===== config.mk =====
export PLATFORM = sky130hd
export DESIGN_NAME = pswd_writer
export DESIGN_NICKNAME = d
export VERILOG_FILES = /design/src/rtl/pswd_writer_pkg.sv /design/src/rtl/pswd_writer_digit_collector.sv /design/src/rtl/pswd_writer.sv
export SDC_FILE = /design/constraint.sdc
export NUM_CORES = 1
export LEC_CHECK = 0
export CAP_MARGIN = 20
export CORE_MARGIN = 8
export CORE_UTILIZATION = 50
export CTS_CLUSTER_DIAMETER = 150
export DETAILED_ROUTE_END_ITERATION = 10
export PLACE_DENSITY_LB_ADDON = 0.1
export SYNTH_ARGS = -nofsm -noshare
export SYNTH_HDL_FRONTEND = slang
export SYNTH_SLANG_ARGS = --single-unit

===== constraint.sdc =====
create_clock -name clk -period 1.7 [get_ports clk]
set_input_delay 0.34 -clock clk [delete_from_list [all_inputs] [get_ports clk]]
set_output_delay 0.34 -clock clk [all_outputs]
set_load 0.02 [all_outputs]

===== src/rtl/pswd_writer_pkg.sv =====
// Shared definitions for the password writer and the password checker.
//   - pswd_state_t : writer FSM states
//   - PSWD_DIGITS / DIG_W / PSWD_W : password geometry (six 4-bit digits)
//   - PSWD_ADDR_W / ID_W : password RAM address and player ID widths
//   - pswd_addr()  : player ID -> password RAM address
package pswd_writer_pkg;

  localparam int PSWD_DIGITS = 6;
  localparam int DIG_W       = 4;
  localparam int PSWD_W      = 24;
  localparam int PSWD_ADDR_W = 5;
  localparam int ID_W        = 3;
  localparam int DIG_CNT_W   = 3;

  typedef enum logic [3:0] {
    IDLE,
    NEW_DIG,
    CONF_DIG,
    COMPARE,
    WRITE,
    WAIT,
    DONE,
    FAIL,
    LOCKED
  } pswd_state_t;

  // Each player owns one RAM word; the upper address bits are reserved.
  function automatic logic [PSWD_ADDR_W-1:0] pswd_addr(input logic [ID_W-1:0] id);
    return {{(PSWD_ADDR_W-ID_W){1'b0}}, id};
  endfunction

endpackage


===== src/rtl/pswd_writer_digit_collector.sv =====
// pswd_digit_collector: captures six keypad digits into a 24-bit value,
// first digit ending up in the top nibble.
//   clk, rst : clock, synchronous active-high reset
//   start    : level; holds the collector empty (counter and value cleared)
//   digit    : 4-bit keypad digit
//   strobe   : one-cycle digit strobe
//   value    : collected value, including the digit being strobed this cycle
//   full     : one-cycle pulse on the strobe that delivers the sixth digit
// The collector empties itself after a full pulse so the next entry starts
// from a clean counter without an explicit start.
module pswd_digit_collector
  import pswd_writer_pkg::*;
(
  input  logic              clk,
  input  logic              rst,
  input  logic              start,
  input  logic [DIG_W-1:0]  digit,
  input  logic              strobe,
  output logic [PSWD_W-1:0] value,
  output logic              full
);

  localparam logic [DIG_CNT_W-1:0] LAST_DIG = DIG_CNT_W'(PSWD_DIGITS - 1);

  logic [PSWD_W-1:0]    shreg;
  logic [DIG_CNT_W-1:0] cnt;

  // Presenting the shifted value combinationally lets the owner capture the
  // complete password on the same edge as the sixth strobe.
  assign value = strobe ? {shreg[PSWD_W-DIG_W-1:0], digit} : shreg;
  assign full  = strobe && !start && (cnt == LAST_DIG);

  always_ff @(posedge clk) begin
    if (rst || start || full) begin
      shreg <= '0;
      cnt   <= '0;
    end else if (strobe) begin
      shreg <= value;
      cnt   <= cnt + 1'b1;
    end
  end

endmodule


===== src/rtl/pswd_writer.sv =====
// pswd_writer: lets a logged-in (non-guest) player change their password.
// Six new digits are collected (optionally followed by six confirm digits
// that must match), then the password is written to the player's RAM word.
//
// Build option: define PSWD_CONFIRM_EN to enable the confirm entry, the
// compare step, mismatch counting and lockout. Without it, the write follows
// the sixth new digit directly and Change_fail / Change_locked read 0.
//
// Ports:
//   clk, rst           : clock, synchronous active-high reset
//   PlayerPswd         : current keypad digit
//   Pswd_enter         : one-cycle digit strobe
//   Change_req         : one-cycle change request
//   Loggedin, isGuest  : session level and guest flag
//   Internal_PlayerID  : logged-in player's ID (latched at request)
//   PswdRAM_addr/wdata/we : password RAM write port
//   Change_busy        : high whenever not IDLE
//   Change_done/fail   : one-cycle result pulses
//   Change_locked      : lockout level
module pswd_writer
  import pswd_writer_pkg::*;
#(
  parameter int RAM_WAIT     = 2,
  parameter int MAX_MISMATCH = 3
) (
  input  logic                   clk,
  input  logic                   rst,
  input  logic [DIG_W-1:0]       PlayerPswd,
  input  logic                   Pswd_enter,
  input  logic                   Change_req,
  input  logic                   Loggedin,
  input  logic                   isGuest,
  input  logic [ID_W-1:0]        Internal_PlayerID,
  output logic [PSWD_ADDR_W-1:0] PswdRAM_addr,
  output logic [PSWD_W-1:0]      PswdRAM_wdata,
  output logic                   PswdRAM_we,
  output logic                   Change_busy,
  output logic                   Change_done,
  output logic                   Change_fail,
  output logic                   Change_locked
);

  localparam logic [2:0] WAIT_LAST = 3'(RAM_WAIT - 1);

  pswd_state_t       state;
  logic [ID_W-1:0]   id_q;
  logic [PSWD_W-1:0] new_reg;
  logic [2:0]        wait_cnt;

  logic              in_entry;
  logic              col_start;
  logic              col_strobe;
  logic              col_full;
  logic [PSWD_W-1:0] col_value;

`ifdef PSWD_CONFIRM_EN
  localparam logic [1:0] MM_LIMIT = 2'(MAX_MISMATCH);
  logic [PSWD_W-1:0] conf_reg;
  logic [1:0]        mm_cnt;
  logic [1:0]        mm_inc;
  assign mm_inc = (mm_cnt == 2'd3) ? 2'd3 : mm_cnt + 2'd1;
`else
  assign Change_fail   = 1'b0;
  assign Change_locked = 1'b0;
`endif

  // The collector is held empty outside the digit states, so an abort or a
  // fresh request always starts from digit one. Gating the strobe with
  // Loggedin drops a digit that coincides with an abort.
  assign in_entry   = (state == NEW_DIG) || (state == CONF_DIG);
  assign col_start  = !in_entry;
  assign col_strobe = in_entry && Pswd_enter && Loggedin;

  pswd_digit_collector u_col (
    .clk    (clk),
    .rst    (rst),
    .start  (col_start),
    .digit  (PlayerPswd),
    .strobe (col_strobe),
    .value  (col_value),
    .full   (col_full)
  );

  // new_reg only changes in NEW_DIG, so the write data is stable from
  // WRITE through DONE.
  assign PswdRAM_addr  = pswd_addr(id_q);
  assign PswdRAM_wdata = new_reg;

  always_ff @(posedge clk) begin
    if (rst) begin
      state       <= IDLE;
      id_q        <= '0;
      new_reg     <= '0;
      wait_cnt    <= '0;
      PswdRAM_we  <= 1'b0;
      Change_busy <= 1'b0;
      Change_done <= 1'b0;
`ifdef PSWD_CONFIRM_EN
      conf_reg      <= '0;
      mm_cnt        <= '0;
      Change_fail   <= 1'b0;
      Change_locked <= 1'b0;
`endif
    end else begin
      PswdRAM_we  <= 1'b0;
      Change_done <= 1'b0;
`ifdef PSWD_CONFIRM_EN
      Change_fail <= 1'b0;
`endif
      case (state)
        IDLE: begin
          if (Change_req && Loggedin && !isGuest && !Change_locked) begin
            state       <= NEW_DIG;
            Change_busy <= 1'b1;
            id_q        <= Internal_PlayerID;
          end
        end

        NEW_DIG: begin
          if (!Loggedin) begin
            state       <= IDLE;
            Change_busy <= 1'b0;
          end else if (col_full) begin
            new_reg <= col_value;
`ifdef PSWD_CONFIRM_EN
            state   <= CONF_DIG;
`else
            state      <= WRITE;
            PswdRAM_we <= 1'b1;
`endif
          end
        end

`ifdef PSWD_CONFIRM_EN
        CONF_DIG: begin
          if (!Loggedin) begin
            state       <= IDLE;
            Change_busy <= 1'b0;
          end else if (col_full) begin
            conf_reg <= col_value;
            state    <= COMPARE;
          end
        end

        COMPARE: begin
          if (!Loggedin) begin
            state       <= IDLE;
            Change_busy <= 1'b0;
          end else if (new_reg == conf_reg) begin
            state      <= WRITE;
            PswdRAM_we <= 1'b1;
          end else begin
            state       <= FAIL;
            Change_fail <= 1'b1;
          end
        end

        FAIL: begin
          mm_cnt <= mm_inc;
          if (mm_inc == MM_LIMIT) begin
            state         <= LOCKED;
            Change_locked <= 1'b1;
          end else begin
            state       <= IDLE;
            Change_busy <= 1'b0;
          end
        end

        LOCKED: begin
          if (!Loggedin) begin
            state         <= IDLE;
            mm_cnt        <= '0;
            Change_locked <= 1'b0;
            Change_busy   <= 1'b0;
          end
        end
`endif

        // From here on the write completes even if the session ends.
        WRITE: begin
          state    <= WAIT;
          wait_cnt <= '0;
`ifdef PSWD_CONFIRM_EN
          mm_cnt   <= '0;
`endif
        end

        WAIT: begin
          if (wait_cnt == WAIT_LAST) begin
            state       <= DONE;
            Change_done <= 1'b1;
          end else begin
            wait_cnt <= wait_cnt + 3'd1;
          end
        end

        DONE: begin
          state       <= IDLE;
          Change_busy <= 1'b0;
        end

        default: begin
          state       <= IDLE;
          Change_busy <= 1'b0;
        end
      endcase
    end
  end

endmodule


# == Yosys cells after proc, flatten, opt, wreduce, memory -nomap -nowiden ==
# Cells that the tools add are included.
# totals
wordCells,60
inputBits,13
output_inout_bits,34
register_bits,64
# op_classes
bitwise_logic,4
n_eq_ne,11
reduce_logical,21
n_mux,13
add_sub_neg,2
# op_table
cell,count
2-to-1 mux 24 bit,1
2-to-1 mux 4 bit,4
one-hot mux 4 bit (4 select lines),1
AND reduction 3 bit,3
"== test 4 x 3 -> 1 bit, second input constant",2
"inequality test 2 bit, second input constant",4
"adder 3 x 1 -> 3 bit, second input constant",2
logical AND 1 bit,6
one-hot mux 3 bit (2 select lines),1
"== test 4 x 1 -> 1 bit, second input constant",1
"== test 4 x 2 -> 1 bit, second input constant",1
zero test 4 bit,1
2-to-1 mux 1 bit,4
NOT 1 bit,4
AND reduction 2 bit,2
OR reduction 2 bit,2
"== test 3 x 1 -> 1 bit, second input constant",1
"== test 3 bit, second input constant",1
logical OR 1 bit,3
2-to-1 mux 3 bit,1
"inequality test 3 x 2 -> 1 bit, second input constant",1
one-hot mux 1 bit (3 select lines),1
OR reduction 3 bit,1
zero test 1 bit,2
nonzero test 2 bit,1

# == Longest topological paths before layout ==
# Gate-level depths: netlist of the first run.
# logic_depth
word_depth,9
mapped_depth,8
ltp_nobuf,6

# == Cells and area by module ==
# Synthesis of the first run repeated with hierarchy kept, for this count alone.
# unflattened
cells_unflattened,268
area_unflattened_um2,2801.4
# by_module_without_submodules
module,area_each_um2,cells_each,instances,seq_area_each_um2
pswd_writer,1709.1,175,1,720.7
pswd_digit_collector,1092.3,93,1,540.5

# == Worst setup path before layout of the first run ==
# Ideal clock, no wire load.
# synth_path
path_type,register to register
start,reg state[0]
end,reg u_col.cnt[0]
t_arrival_ns,1.435
n_path_buf,2
path_stages_with_launch,7
setup_slack_ns,0.195
period_less_slack_ns,1.505
required_time_ns,1.630
setup_ns,0.070
cell_sequence,dfxtp_1 buf_4 xnor2_1 or3_1 buf_6 or3_1 a21oi_1
# synth_via
elab_chain_cells,7
elab_cells_between_ends,10
classes_between,2 x eq/ne; 8 x reduce/logical
# synth_rtl
item,line,text
"start, declared",pswd_writer.sv:45,pswd_state_t state;
"start signal, assigned",pswd_writer.sv:91,state <= IDLE;
"start signal, assigned",pswd_writer.sv:113,state <= NEW_DIG;
"start signal, assigned",pswd_writer.sv:121,state <= IDLE;
== test 4 x 1 -> 1 bit or == test 4 x 2 -> 1 bit (tied branches),pswd_writer.sv:70,assign in_entry = (state == NEW_DIG) || (state == CONF_DIG);
logical OR 1 bit (*),pswd_writer.sv:70,
logical AND 1 bit (2 in a row),pswd_writer.sv:72,assign col_strobe = in_entry && Pswd_enter && Loggedin;
logical AND 1 bit (2 in a row),pswd_writer_digit_collector.sv:31,assign full = strobe && !start && (cnt == LAST_DIG);
logical OR 1 bit,pswd_writer_digit_collector.sv:34,if (rst || start || full) begin
"end signal, assigned",pswd_writer_digit_collector.sv:39,cnt <= cnt + 1'b1;
"end, declared",pswd_writer_digit_collector.sv:26,logic [DIG_CNT_W-1:0] cnt;
# Mark *: on every way between the ends. The rest lies on a longest branch, timed or not.
# A chain may end at the register's enable or synchronous reset.

# == Final worst setup path of the first run ==
# layout_path
start,"reg new_reg[18], in the netlist PswdRAM_wdata[18]"
end,out PswdRAM_wdata[18]
# layout_rtl
item,line,text
"start, declared",pswd_writer.sv:47,logic [PSWD_W-1:0] new_reg;
"start signal, assigned",pswd_writer.sv:124,new_reg <= col_value;
"end, declared",pswd_writer.sv:35,"output logic [PSWD_W-1:0] PswdRAM_wdata,"
# No word-level cell between the ends.

==> metrics.cfg, run 1 <==
[drt]
first_pass_iters = 4
wl_per_cell_um = 13.2
drcViolationCount = 0
viasPerCell = 5.26
drtIter0Drc = 131
ant_nets = 0
num_vias = 2034
wirelength_mm = 5.13

[finish]
final_common_cell = nand2_1
drive_above_1_share_pct = 10.1
finalNetCount = 347
antenna_cells = 0
area_delta_synth_final_pct = 33.6
final_area_sq_um = 3080
layout_common_cells = 74 x nand2_1, 59 x dfxtp_1, 53 x a21oi_1

[global_routing]
grt_pass1_wl_mm = 8.74
grt_max_degree = 37
track_usage_pct = 15.0
grt_antenna_before_repair = 0
overflow = 0
grt_pass1_vias = 1908

[sta]
setup_viol = 0
max_freq_ghz = 0.612
rsz0062_at_grt = false
period_share_pct = 96.1
hold_violations = 0
min_period_ns = 1.63
report.final.slew_viol_count = 0
hold-worst-slack_ns = 0.451
finClkSkew_ns = 0.00621
fin_ws_ns = 0.0655
tns_ns = 0

[logic_synthesis]
syn_avg_cell_area_sq_um = 8.12
syn_inst = 284
synth.distinct_cells = 31
synth_flop_cell = dfxtp_1
netlist_area_sq_um = 2300
async_flop_share_pct = 0
synth_top_cell_by_area = dfxtp_1
synth_edf_count = 0
ys_ff_latch = 59
ys_seq_area_share_pct = 51.2
yosys_warnings = 0
synthTopCellsByArea = dfxtp_1 51%, nand2_1 12%, a21oi_1 12%
synth_top_area_share_pct = 51.2

[setup_path]
crit_chain = clkdlybuf4s50_1
arrival_ns = 1.29
critPathMaxStageDelay_ns = 0.62
cpLargestDelayFamily = buffers and inverters
cp.required_ns = 1.36
cp-end-kind = output pin
cp.buffers_inverters = 1
critPathSlowestCell = clkdlybuf4s50_1
worstSetupPathType = reg2out
cp_max_fo = 2
start_kind = flop

[clocking]
clock_latency_ns = 0.34
cts_resized = 0
cts_tree = done
cts.clk_slew.worst_paths_ns = 0.06
postCtsHoldBufs = 0
ctsRootBufferMaster = clkbuf_8
cts_sinks = 59
cts_made_buffers = 9
htree_levels = 3
clockBufferDepth = 2
post_cts_buffers = 0

[placement]
hpwl_mm = 3.47
gp_congestion = 0.781
place_ws_ns = -0.202
placed_area_sq_um = 2840
portBuffers = 42

[floorplan]
design.core.area_sq_um = 4380
ios = 47
rows = 24
die_y_um = 83.9
dieArea_sq_um = 7040
die-width_um = 83.9
start_util_pct = 52.6

[run]
max_cap_viol_count = 0

[power]
ir_drop_mv = 0.922
p_per_area_nw_per_um2 = 988
power_mw = 3.04
leakage_nw = 1.07

[worst_hold_path]
worst_hold_path_type = reg2reg

[status]
status = finished clean

[layout make-up]
cell class | count | area, sq um
repair buffers | 58 | 593
clock buffers | 11 | 141
clock inverters | 5 | 100
fillers | 378 | 1310
flip-flops and latches | 59 | 1180
inverters | 3 | 11.3
multi-input cells | 199 | 987
well taps | 52 | 65.1
[power by group]
part           switching (mW)  internal [mW]
clock                   0.528           1.01
combinational          0.0599         0.0551
sequential            0.00357           1.39
total                   0.592           2.45
[metal layers]
| layer | part of all wire, % | vias to the layer above | wire length (um) | GRT usage [%] |
|---|---|---|---|---|
| li1 | - | 1032 | - | - |
| met1 | 47 | 940 | 2390 | 17.0 |
| met3 | 8.0 | 10 | 409 | 8.11 |
| met5 | 0 | - | 0 | 0 |
| met2 | 44 | 52 | 2250 | 22.7 |
| met4 | 1.5 | 0 | 78 | 6.75 |
[synth_stat cells (2+ instances only)]
library cell  count
inv_1             3
a21oi_1          53
or3_1             4
o21ai_0           2
buf_4             6
nand2b_1          2
nand2_1          74
nor2b_1           3
nor2_1            8
nand3_1          23
clkbuf_1         12
mux2i_1           3
dfxtp_1          59
buf_2             7
ha_1              4
nor3_1            6
[stage by stage]
stage | cells | utilization, %
after detailed placement | 371 | 64.7
final | 387 | 70.2
after CTS | 387 | 70.2
after global routing | 387 | 70.2
after global placement | 371 | 64.7
after floorplan | 287 | -
[registers in the layout, summed over array words and instances, names as in the netlist]
| signal | flops |
|---|---|
| Change_busy | 1 |
| Change_done | 1 |
| PswdRAM_wdata | 24 |
| PswdRAM_we | 1 |
| id_q | 3 |
| state | 3 |
| u_col.cnt | 3 |
| u_col.shreg | 20 |
| wait_cnt | 3 |
[path summary, 6_finish.rpt]
check / cells past startpoint / endpoint / start / slack [ns]
max reg2reg: 4 / u_col.cnt[1]$_SDFFE_PP0N_ / state[1]$_SDFFE_PP0P_ / 0.12
min reg2reg: 2 / PswdRAM_wdata[0]$_SDFFE_PP0P_ / PswdRAM_wdata[0]$_SDFFE_PP0P_ / 0.45
max: 1 / PswdRAM_wdata[18] / PswdRAM_wdata[18]$_SDFFE_PP0P_ / 0.07
min: 2 / PswdRAM_wdata[0]$_SDFFE_PP0P_ / PswdRAM_wdata[0]$_SDFFE_PP0P_ / 0.45
[logic make-up (layout without fill, tap and decap cells)]
logic type / after synthesis / in the layout / share of synthesized area [%]
AOI/OAI and AO/OA: 58 / 58 / 13.0
xor gates and xnor gates: 1 / 1 / 0.380
adders and majority gates: 4 / 4 / 2.17
buffers and inverters: 29 / 77 / 6.41
DFF: 59 / 59 / 51.2
muxes: 3 / 3 / 1.30
other: 1 / 4 / 0.163
and+or+nand+nor: 129 / 129 / 25.4
No activity file was read; power rests on OpenSTA's default activity.
==> run 2, diff against run 1 <==
clock period = 1.8 ns   (was 1.7 ns; I/O delays follow)
==> metrics.cfg, run 2 (same netlist as run 1, synthesis figures left out) <==
[clocking]
cts.clk_slew.worst_paths_ns = 0.07  ; about the same
htree_levels = 3  ; unchanged
clockBufferDepth = 2  ; unchanged
post_cts_buffers = 0  ; unchanged
cts_sinks = 59  ; unchanged
postCtsHoldBufs = 0  ; unchanged
cts_resized = 0  ; unchanged
cts_made_buffers = 9  ; unchanged
clock_latency_ns = 0.33  ; about the same
ctsRootBufferMaster = clkbuf_8
cts_tree = done

[sta]
min_period_ns = 1.65
rsz0062_at_grt = false
tns_ns = 0  ; unchanged
max_freq_ghz = 0.608
report.final.slew_viol_count = 0  ; unchanged
setup_viol = 0  ; unchanged
fin_ws_ns = 0.154  ; +0.0885 ns
period_share_pct = 91.4
hold_violations = 0  ; unchanged
finClkSkew_ns = 0.00602  ; -0.000186 ns

[status]
status = finished clean

[global_routing]
grt_max_degree = 37  ; unchanged
grt_pass1_vias = 1982  ; +3.9%
track_usage_pct = 15.2  ; +0.15 points
grt_antenna_before_repair = 0  ; unchanged
grt_pass1_wl_mm = 8.92  ; +2.0%
overflow = 0  ; unchanged

[power]
clockPowerShare_pct = 48.8  ; -1.7 points
p_comb_share_pct = 3.8  ; about the same
leakage_nw = 1.03  ; -3.3%
power_switching_mw = 0.559  ; -5.5%
ir_drop_mv = 0.596  ; -35%
p_sw_share_pct = 20.2  ; +0.71 points
p_int_mw = 2.21  ; -9.7%
p_per_area_nw_per_um2 = 908  ; -8.2%
seq_power_share_pct = 47.4  ; +1.7 points

[finish]
final_common_cell = nand2_1
area_delta_synth_final_pct = 32.6
drive_above_1_share_pct = 9.88  ; -0.27 points
final_area_sq_um = 3060  ; -0.77%
largest_register_ffs = 24  ; unchanged
antenna_cells = 0  ; unchanged
finalNetCount = 346  ; -0.29%
layout_common_cells = 74 x nand2_1, 59 x dfxtp_1, 53 x a21oi_1

[drt]
wirelength_mm = 5.32  ; +3.8%
drcViolationCount = 0  ; unchanged
first_pass_iters = 4  ; unchanged
ant_nets = 0  ; unchanged
num_vias = 2076  ; +2.1%
wl_per_cell_um = 13.8  ; +4.1%
viasPerCell = 5.38  ; +2.3%
drtIter0Drc = 102  ; -22%

[placement]
placed_area_sq_um = 2830  ; -0.26%
place_ws_ns = -0.144  ; +0.0579 ns
portBuffers = 42  ; unchanged
hpwl_mm = 3.53  ; +1.7%
gp_congestion = 0.768  ; -1.7%

[setup_path]
r2r-end = u_col.cnt[1]$_SDFFE_PP0N_
crit_chain = clkdlybuf4s50_1
cp.buffers_inverters = 1  ; unchanged
cp.required_ns = 1.44  ; +0.08 ns
ff2ff_setup_slack_ns = 0.23  ; +0.11 ns
start_kind = flop
cpLargestDelayFamily = buffers and inverters
worstSetupPathType = reg2out
cp-end-kind = output pin
path_depth = 1  ; unchanged
rr_worst_depth = 4  ; unchanged
r2r_start = state[0]$_SDFFE_PP0P_
cp_max_fo = 2  ; unchanged
arrival_ns = 1.29  ; about the same
critPathMaxStageDelay_ns = 0.61  ; about the same
critPathSlowestCell = clkdlybuf4s50_1

[floorplan]
design.core.area_sq_um = 4380  ; unchanged
rows = 24  ; unchanged
die-width_um = 83.9  ; unchanged
die_y_um = 83.9  ; unchanged
ios = 47  ; unchanged
dieArea_sq_um = 7040  ; unchanged
start_util_pct = 52.6  ; unchanged

[run]
max_cap_viol_count = 0  ; unchanged

[worst_hold_path]
hp-start = PswdRAM_wdata[0]$_SDFFE_PP0P_
hold_end = PswdRAM_wdata[0]$_SDFFE_PP0P_
hold_depth = 2  ; unchanged
worst_hold_path_type = reg2reg

==> run 2: cell types whose count changed in the layout (fill, tap and decap cells not counted), sizes merged <==
cell and delta:
buf -1, bufinv -1, clkbuf +1, clkdlybuf4s50 +1
clkinv -1, clkinvlp +1, dlymetal6s2s -1
==> run 2: how the worst max path moves through the flow <==
stage	startpoint	to	slack, ns
final	PswdRAM_wdata[5]$_SDFFE_PP0P_	PswdRAM_wdata[5]	0.15
after global routing	PswdRAM_wdata[22]$_SDFFE_PP0P_	PswdRAM_wdata[22]	0.1
after CTS	PswdRAM_wdata[10]$_SDFFE_PP0P_	PswdRAM_wdata[10]	0.13
after detailed placement	Loggedin	u_col.cnt[1]$_SDFFE_PP0N_	-0.14
after global placement	Loggedin	u_col.cnt[1]$_SDFFE_PP0N_	-0.07
after floorplan	state[0]$_SDFFE_PP0P_	u_col.cnt[0]$_SDFFE_PP0N_	0.30
==> run 2: cell type report <==
cell class / count / area [sq um]
flip-flops and latches: 59 / 1180
inverters: 3 / 11.3
clock buffers: 12 / 155
fillers: 367 / 1330
well taps: 52 / 65.1
repair buffers: 57 / 583
clock inverters: 4 / 72.6
multi-input cells: 199 / 987
==> run 2: power by group through the flow <==
stage               clock (mW)  sequential, mW  combinational (mW)
global route              1.43            1.31               0.114
CTS                       1.37            1.31               0.106
finish                    1.35            1.31               0.106
detailed placement           0            1.34               0.105
floorplan                    0            1.35              0.0548
global placement             0            1.34               0.105
==> run 2: tightest hold or removal path: stages, from the launching register on <==
cell     delay (ns)
dfxtp_1        0.31
nand2_1        0.05
a21oi_1        0.05
==> run 2: per-layer routing <==
metal	vias up	wire length, um	track usage (%)
met2	67	2400	23.7
li1	1031	-	-
met3	6	446	7.71
met5	-	0	0
met4	0	49	5.81
met1	972	2430	17.1
==> run 2: per-stage QoR <==
| step | std cells | power [mW] | hold WS [ns] | utilization, % |
|---|---|---|---|---|
| 6_report | 386 | 2.77 | 0.452 | 69.7 |
| 5_1_grt | 386 | 2.86 | 0.470 | 69.7 |
| 4_1_cts | 386 | 2.79 | 0.454 | 69.7 |
| 3_5_place_dp | 370 | 1.45 | 0.444 | 64.5 |
| 3_3_place_gp | 370 | 1.45 | 0.440 | 64.5 |
| 2_1_floorplan | 287 | 1.40 | 0.432 | - |
==> run 3, diff against run 2 <==
CORE_UTILIZATION = 45   (was 50)
clock period = 1.38 ns   (was 1.8 ns; I/O delays follow)
==> metrics.cfg, run 3 (same netlist as run 1, synthesis figures left out) <==
[sta]
setup_viol = 0  ; unchanged
hold_violations = 0  ; unchanged
rsz0062_at_grt = true
period_share_pct = 99.1
report.final.slew_viol_count = 0  ; unchanged
finClkSkew_ns = 0.0119  ; +0.00590 ns
min_period_ns = 1.37
max_freq_ghz = 0.731
tns_ns = 0  ; unchanged

[drt]
ant_nets = 0  ; unchanged
wl_per_cell_um = 14.0  ; +1.5%
drtIter0Drc = 86  ; -16%
viasPerCell = 5.03  ; -6.5%
num_vias = 2121  ; +2.2%
drcViolationCount = 0  ; unchanged
first_pass_iters = 4  ; unchanged
wirelength_mm = 5.91  ; +11%

[finish]
largest_register_ffs = 24  ; unchanged
finalNetCount = 364  ; +5.2%
seq_area_sq_um = 1190  ; +0.85%
drive_above_1_share_pct = 26.4  ; +17 points
multi_input_area_sq_um = 1180  ; +20%
antenna_cells = 0  ; unchanged
layout_common_cells = 70 x nand2_1, 53 x dfxtp_1, 41 x a21oi_1
area_delta_synth_final_pct = 49.9
final_common_cell = nand2_1
fillerInstances = 424  ; +16%

[worst_hold_path]
worst_hold_path_type = in2reg
hp-start = Loggedin
hold_depth = 3  ; +1
hold_end = u_col.cnt[2]$_SDFFE_PP0N_

[setup_path]
worstSetupPathType = reg2reg
cp.required_ns = 1.66  ; +0.22 ns
crit_chain = buf_6 > nand3b_1 > or4b_4 > a21oi_2
r2r_start = state[1]$_SDFFE_PP0P_
critPathMaxStageDelay_ns = 0.50  ; -0.11 ns
cp_max_fo = 7  ; +5
cp-end-kind = flop
start_kind = flop
arrival_ns = 1.64  ; +0.35 ns
rr_worst_depth = 4  ; unchanged
ff2ff_setup_slack_ns = 0.01  ; -0.22 ns
critPathSlowestCell = or4b_4
r2r-end = wait_cnt[2]$_SDFFE_PP0P_

[power]
leakage_nw = 1.37  ; +32%
power_mw = 3.48  ; +26%
ir_drop_mv = 0.686  ; +15%
p_per_area_nw_per_um2 = 1010  ; +11%

[floorplan]
die-width_um = 87.6  ; +4.4%
dieArea_sq_um = 7670  ; +9.0%
ios = 47  ; unchanged
die_y_um = 87.6  ; +4.4%
design.core.area_sq_um = 5010  ; +14%
start_util_pct = 46.0  ; -6.6 points
rows = 26  ; +8.3%

[placement]
portBuffers = 42  ; unchanged
gp_congestion = 0.736  ; -4.1%
hpwl_mm = 3.58  ; +1.2%

[global_routing]
grt_pass1_wl_mm = 9.00  ; +0.85%
grt_antenna_before_repair = 0  ; unchanged
overflow = 0  ; unchanged
track_usage_pct = 15.0  ; -0.16 points
grt_pass1_vias = 1910  ; -3.6%
grt_max_degree = 26  ; -30%

[clocking]
postCtsHoldBufs = 0  ; unchanged
htree_levels = 3  ; unchanged
cts_sinks = 59  ; unchanged
cts_tree = done
clockBufferDepth = 2  ; unchanged
cts.clk_slew.worst_paths_ns = 0.06  ; about the same
clock_latency_ns = 0.34  ; about the same
ctsRootBufferMaster = clkbuf_8
cts_made_buffers = 9  ; unchanged

[run]
max_cap_viol_count = 0  ; unchanged

[status]
status = finished clean

==> run 3: cell types whose count changed in the layout (fill, tap and decap cells not counted), moves of 5 or more <==
cell	delta
a21oi_1	-12
buf_4	+9
dfxtp_1	-6
dfxtp_2	+5
dlygate4sd2_1	+31
a21oi_2	+11
nand3_2	+6
nand3_1	-6
clkdlybuf4s50_1	-32
==> run 3: worst max-delay path: cells and delay by family (launching register included) <==
family                 cells  cell delay (ns)
flip-flops                 1             0.36
AO/OA/AOI/OAI              1             0.14
AND/OR/NAND/NOR            2             0.68
buffers and inverters      1             0.13
==> run 3: timing repair <==
action | CTS | global route
endpoints found under the setup margin | 60 | 54
cloned | 0 | 5
pin swaps | 0 | 15
buffers inserted | 1 | 5
gates resized for setup | 38 | 46
==> run 3: power breakdown <==
group / total [mW] / leakage (nW) / internal [mW] / switching (mW)
Clock: 1.60 / 0.106 / 0.929 / 0.673
Sequential: 1.71 / 0.479 / 1.71 / 0.00377
Combinational: 0.168 / 0.781 / 0.0807 / 0.0870
==> run 3: per-stage QoR <==
step	setup slack (ns)	hold WS [ns]	cell area, sq um	instances	util (%)
CTS	0.000824	0.387	3120	412	62.4
global placement	-0.399	0.440	2930	395	58.5
detailed placement	-0.420	0.447	2930	395	58.5
global route	-0.0492	0.424	3450	422	69.0
finish	0.0118	0.400	3450	422	69.0
floorplan	-0.105	0.412	2360	287	-
==> run 3: final cells by class <==
cell class	count	area share, %
clock buffers	12	4.49
clock inverters	4	1.41
inverters	3	0.326
multi-input cells	199	34.2
flip-flops and latches	59	34.5
well taps	70	2.54
repair buffers	75	22.6
==> run 3: how the worst max path moves through the flow <==
| stage | start | endpoint | depth (start not counted) |
|---|---|---|---|
| floorplan | state[0]$_SDFFE_PP0P_ | u_col.cnt[0]$_SDFFE_PP0N_ | 6 |
| global placement | Loggedin | u_col.cnt[1]$_SDFFE_PP0N_ | 5 |
| detailed placement | Loggedin | u_col.cnt[1]$_SDFFE_PP0N_ | 5 |
| CTS | u_col.cnt[1]$_SDFFE_PP0N_ | PswdRAM_wdata[20]$_SDFFE_PP0P_ | 7 |
| global route | state[1]$_SDFFE_PP0P_ | u_col.shreg[3]$_SDFFE_PP0N_ | 7 |
| finish | state[1]$_SDFFE_PP0P_ | wait_cnt[2]$_SDFFE_PP0P_ | 4 |
==> run 3: routing by layer <==
metal	track usage [%]	routed length (um)	share of wire [%]
met5	0	0	0
met4	6.56	47	0.80
met3	6.94	522	8.8
met2	22.0	2670	45
met1	18.3	2660	45
